[src/rtl/async_fifo_pkg.sv]
// rtl/async_fifo_pkg.sv - shared async FIFO constants and Gray/binary pointer helpers
package async_fifo_pkg;

  localparam int ADDRSIZE_DEFAULT = 6;

  // Operands are zero-extended pointers, so upper result bits stay zero.
  function automatic logic [31:0] bin2gray(input logic [31:0] b);
    return b ^ (b >> 1);
  endfunction

  function automatic logic [31:0] gray2bin(input logic [31:0] g);
    logic [31:0] b;
    b = '0;
    for (int i = 0; i < 32; i++) begin
      b[i] = ^(g >> i);
    end
    return b;
  endfunction

endpackage

[src/rtl/sync_2ff.sv]
// rtl/sync_2ff.sv - two-flop synchronizer for Gray pointers crossing clock domains
module sync_2ff #(
  parameter int WIDTH = 1
) (
  input  logic             i_clk,
  input  logic             i_rst,
  input  logic [WIDTH-1:0] i_d,
  output logic [WIDTH-1:0] o_q
);

  logic [WIDTH-1:0] r_q1;
  logic [WIDTH-1:0] r_q2;

  always_ff @(posedge i_clk) begin
    if (i_rst) begin
      r_q1 <= '0;
      r_q2 <= '0;
    end else begin
      r_q1 <= i_d;
      r_q2 <= r_q1;
    end
  end

  assign o_q = r_q2;

endmodule

[src/rtl/write_handler.sv]
// rtl/write_handler.sv - async FIFO write-side pointer, full, level and overflow logic
// Optional almost-full output under macro WR_ALMOST_FULL_EN.
module write_handler
  import async_fifo_pkg::*;
#(
  parameter int ADDRSIZE  = ADDRSIZE_DEFAULT,
  parameter int AF_THRESH = 2**ADDRSIZE - 4
) (
  input  logic              wr_clk,
  input  logic              wr_rst,
  input  logic              wr_en,
  input  logic              wr_ovf_clr,
  input  logic [ADDRSIZE:0] wr_rptr_gray,
  output logic [ADDRSIZE:0] wr_addr,
  output logic [ADDRSIZE:0] wr_ptr,
  output logic              wr_mem_en,
  output logic              wr_full,
  output logic [ADDRSIZE:0] wr_level,
  output logic              wr_overflow
`ifdef WR_ALMOST_FULL_EN
  , output logic            wr_almost_full
`endif
);

  logic [ADDRSIZE:0] r_addr;
  logic [ADDRSIZE:0] r_ptr;
  logic              r_full;
  logic [ADDRSIZE:0] r_level;
  logic              r_overflow;

  logic [ADDRSIZE:0] w_wq2;
  logic              w_mem_en;
  logic [ADDRSIZE:0] w_bin_next;
  logic [31:0]       w_gray32;
  logic [ADDRSIZE:0] w_gray_next;
  logic [31:0]       w_rbin32;
  logic [ADDRSIZE:0] w_rbin;
  logic [ADDRSIZE:0] w_level_next;
  logic [ADDRSIZE:0] w_full_pattern;
  logic              w_full_next;
  logic              w_unused;

  sync_2ff #(
    .WIDTH (ADDRSIZE+1)
  ) u_rptr_sync (
    .i_clk (wr_clk),
    .i_rst (wr_rst),
    .i_d   (wr_rptr_gray),
    .o_q   (w_wq2)
  );

  assign w_mem_en    = wr_en & ~r_full;
  assign w_bin_next  = r_addr + {{ADDRSIZE{1'b0}}, w_mem_en};
  assign w_gray32    = bin2gray(32'(w_bin_next));
  assign w_gray_next = w_gray32[ADDRSIZE:0];
  assign w_rbin32    = gray2bin(32'(w_wq2));
  assign w_rbin      = w_rbin32[ADDRSIZE:0];
  assign w_level_next = w_bin_next - w_rbin;

  // Full when the write pointer is one lap ahead: top two Gray bits inverted.
  assign w_full_pattern = {~w_wq2[ADDRSIZE:ADDRSIZE-1], w_wq2[ADDRSIZE-2:0]};
  assign w_full_next    = (w_gray_next == w_full_pattern);

  assign w_unused = ^{w_gray32[31:ADDRSIZE+1], w_rbin32[31:ADDRSIZE+1], AF_THRESH[0]};

  always_ff @(posedge wr_clk) begin
    if (wr_rst) begin
      r_addr     <= '0;
      r_ptr      <= '0;
      r_full     <= 1'b0;
      r_level    <= '0;
      r_overflow <= 1'b0;
    end else begin
      r_addr  <= w_bin_next;
      r_ptr   <= w_gray_next;
      r_full  <= w_full_next;
      r_level <= w_level_next;
      // A rejected write outranks a clear arriving in the same cycle.
      if (wr_en && r_full) begin
        r_overflow <= 1'b1;
      end else if (wr_ovf_clr) begin
        r_overflow <= 1'b0;
      end
    end
  end

`ifdef WR_ALMOST_FULL_EN
  logic r_almost_full;

  always_ff @(posedge wr_clk) begin
    if (wr_rst) begin
      r_almost_full <= 1'b0;
    end else begin
      r_almost_full <= (w_level_next >= (ADDRSIZE+1)'(AF_THRESH));
    end
  end

  assign wr_almost_full = r_almost_full;
`endif

  assign wr_addr     = r_addr;
  assign wr_ptr      = r_ptr;
  assign wr_mem_en   = w_mem_en;
  assign wr_full     = r_full;
  assign wr_level    = r_level;
  assign wr_overflow = r_overflow;

endmodule

[config.mk]
export PLATFORM = sky130hd
export DESIGN_NAME = write_handler
export DESIGN_NICKNAME = d
export VERILOG_FILES = /design/src/rtl/async_fifo_pkg.sv /design/src/rtl/sync_2ff.sv /design/src/rtl/write_handler.sv
export SDC_FILE = /design/constraint.sdc
export NUM_CORES = 1
export LEC_CHECK = 0
export CAP_MARGIN = 20
export CORE_MARGIN = 4
export CORE_UTILIZATION = 36
export DETAILED_ROUTE_END_ITERATION = 6
export GPL_ROUTABILITY_DRIVEN = 0
export SYNTH_ARGS = -nofsm -noshare
export SYNTH_HDL_FRONTEND = slang
export SYNTH_SLANG_ARGS = --single-unit
[constraint.sdc]
create_clock -name wr_clk -period 3.79 [get_ports wr_clk]
set_input_delay 0.5685 -clock wr_clk [delete_from_list [all_inputs] [get_ports wr_clk]]
set_output_delay 0.5685 -clock wr_clk [all_outputs]
set_load 0.01 [all_outputs]
==> flow_summary.ini <==
[cts]
cts.path.max_buffers = 2
clk-insertion-delay-late_ns = 0.29
cts_tree = built
cts.sinks = 36
root_buffer = clkbuf_8
clk_pin_slew_ns = 0.07
numCtsBuffers = 5
post_cts_buffers = 0
cts-resized-gates = 0
hold_buffers = 0
cts_max_level = 2

[placed_design]
port_buffers = 34
dp_cells = 255
dp_slack_ns = 0.290
dp_hpwl_mm = 2.42

[route]
drt-initial-drc-count = 59
vias = 1269
routed_wirelength_mm = 3.18
drc = 0
wl_per_cell_um = 12.1
vias_per_cell = 4.83
ant_nets = 0
dr.pass1.iters = 4

[yosys]
synth_top_family_by_area = simple AND/OR/NAND/NOR gates
yosysWarnings = 0
netlist_instances = 170
syn_nets = 187
ys.flop_type = dfxtp_1
ys_top_cells_by_area = dfxtp_1, xnor2_1, nor2b_1
synth_compound_area_share_pct = 7.54
synth_edf_count = 0
ys_seq_area_share_pct = 43.4
yosys.area_share.simple_pct = 19.6
netlist_area_um2 = 1660
synth-xor-area-share_pct = 19.4
async_flop_share_pct = 0
synth_cell_types = 38
synth_top_area_share_pct = 43.4
synthMuxAreaShare_pct = 1.88
synth_largest_area_cell = dfxtp_1
avgSynthCellArea_um2 = 9.77
synth-seq-cells = 36
synth_fa_ha_area_share_pct = 4.97

[worst_setup_path]
required_ns = 3.98
end_kind = flip-flop
reg2reg_slack_ns = 0.34
reg2reg_depth = 11
critPathLaunchType = flip-flop
critPathKind = flip-flop to flip-flop
crit_fanout = 6
critPathArrivalTime_ns = 3.64

[timing]
hold_ws_ns = 0.441
fin_ws_ns = 0.341
period_minus_slack_ns = 3.45
timing.fmax_mhz = 290
rsz0062_at_grt = no
slew_headroom_pct = 52.7
final_hold_viol_count = 0
drv_slew = 0
fin_crit_sh_pct = 91.0
tns_ns = 0
setup_viol = 0
fin_skew_ns = 0.00400
tightest_slew_ns = 0.707

[power_and_ir_drop]
p_leak_nw = 0.823
combPwrFrac_pct = 25.1
powerDensity_nw_per_um2 = 429
power.switching_mw = 0.246
seqPwrFrac_pct = 45.4
clockPowerShare_pct = 29.5
intPower_mw = 0.681
ir_drop_mv = 0.164
switching_share_pct = 26.5

[floorplan]
io_pins = 35
die_x_um = 75.9
core-area_um2 = 4410
dieHeight_um = 75.9
dieArea_um2 = 5760
start_util_pct = 37.6
rows = 24

[layout]
area_growth_pct = 30.1
diodes = 0
drive_gt1_share_pct = 7.58
final_cells = 263
nNetsFinal = 227
fillerInstances = 402

[global_route]
use_met1_pct = 12.9
grt_pass1_wl_mm = 5.60
antenna_found_initial = 0
grtUsageTotal_pct = 12.0
grt_pass1_vias = 1286
gr-usage-met2_pct = 19.2
gr-total-overflow = 0
grt_start_max_net_pins = 22
top_usage_layer = met2
use_met3_pct = 5.33

[hold_path]
worstHoldPathCells = 1
hp-class = flip-flop to flip-flop

[job]
max-cap-violations = 0

[run_status]
status = finished, final reports clean
cell usage in the layout (no fill, tap or decap), types with 4 or more instances in the layout:
master	netlist	layout
nand2_1	6	6
xor2_1	9	9
inv_1	5	5
nor2b_1	18	18
nand3_1	5	5
nor2_1	23	23
clkdlybuf4s50_1	0	34
clkbuf_8	0	6
dfxtp_1	36	36
a211oi_1	4	4
a21oi_1	4	4
ha_1	5	5
xnor2_1	20	20
buf_4	1	5
power groups by stage:
| stage | sequential (mW) | clock, mW | combinational (mW) |
|---|---|---|---|
| floorplan | 0.441 | 0 | 0.135 |
| detailed placement | 0.430 | 0 | 0.234 |
| finish | 0.421 | 0.273 | 0.233 |
| global placement | 0.429 | 0 | 0.231 |
| global route | 0.424 | 0.303 | 0.257 |
| CTS | 0.421 | 0.283 | 0.237 |
cells in the mapped netlist, drive strengths merged, types with 2 or more instances:
cell type,count
or3,2
o21ai,2
nand2,6
a21oi,4
a211oi,4
dfxtp,36
ha,5
clkbuf,4
mux2i,2
xnor2,21
nor2,24
xor2,10
inv,5
nor2b,18
nand3,5
buf,2
o211ai,2
nor3,2
critical path, stage by stage (launching register included):
cell and delay, ns:
dfxtp_1 0.38, xor3_2 0.55, xnor2_1 0.37, xor2_1 0.38
xnor2_1 0.11, ha_1 0.21, inv_1 0.07, fa_1 0.28
o21ai_0 0.13, or3b_1 0.37, or4_1 0.42, o311ai_1 0.08
state kept, by name, summed over array words and instances, names as in the netlist:
register / cells
wr_level: 7
wr_ptr: 6
wr_full: 1
wr_addr: 7
u_rptr_sync.r_q1: 7
wr_overflow: 1
u_rptr_sync.o_q: 7
through the flow:
step	util (%)	instance area, um^2	power (mW)
after floorplan	-	1660	0.576
after global placement	46.9	2070	0.660
after detailed placement	46.9	2070	0.664
after CTS	48.9	2160	0.942
after global routing	48.9	2160	0.983
final	48.9	2160	0.927
cell families after synthesis:
group           count (synthesis)
compound gates                 18
flops                          36
simple gates                   64
xor+xnor                       32
mux                             3
fa+ha+maj                       6
buf+inv                        11
final timing paths:
check,startpoint,to
max,u_rptr_sync.o_q[5],wr_level[6]
min,u_rptr_sync.r_q1[4],u_rptr_sync.o_q[4]
max reg2reg,u_rptr_sync.o_q[5],wr_level[6]
min reg2reg,u_rptr_sync.r_q1[4],u_rptr_sync.o_q[4]
metal layers:
metal  vias up  part of all wire, %  routed length, um
met1       573                   44               1390
met2        43                   45               1430
met4         0                  3.6                114
met5         -                    0                  0
met3        12                  7.9                251
li1        641                    -                  -
cell type report:
type                            count  area, um^2  share of cell area (%)
Clock buffer                        8        90.1                    4.17
Inverter                            5        18.8                   0.869
Multi-Input combinational cell    123         887                    41.1
Sequential cell                    36         721                    33.4
Tap cell                           52        65.1                    3.01
Timing Repair Buffer               39         378                    17.5
Note: power is estimated with default switching activity, not from simulation.
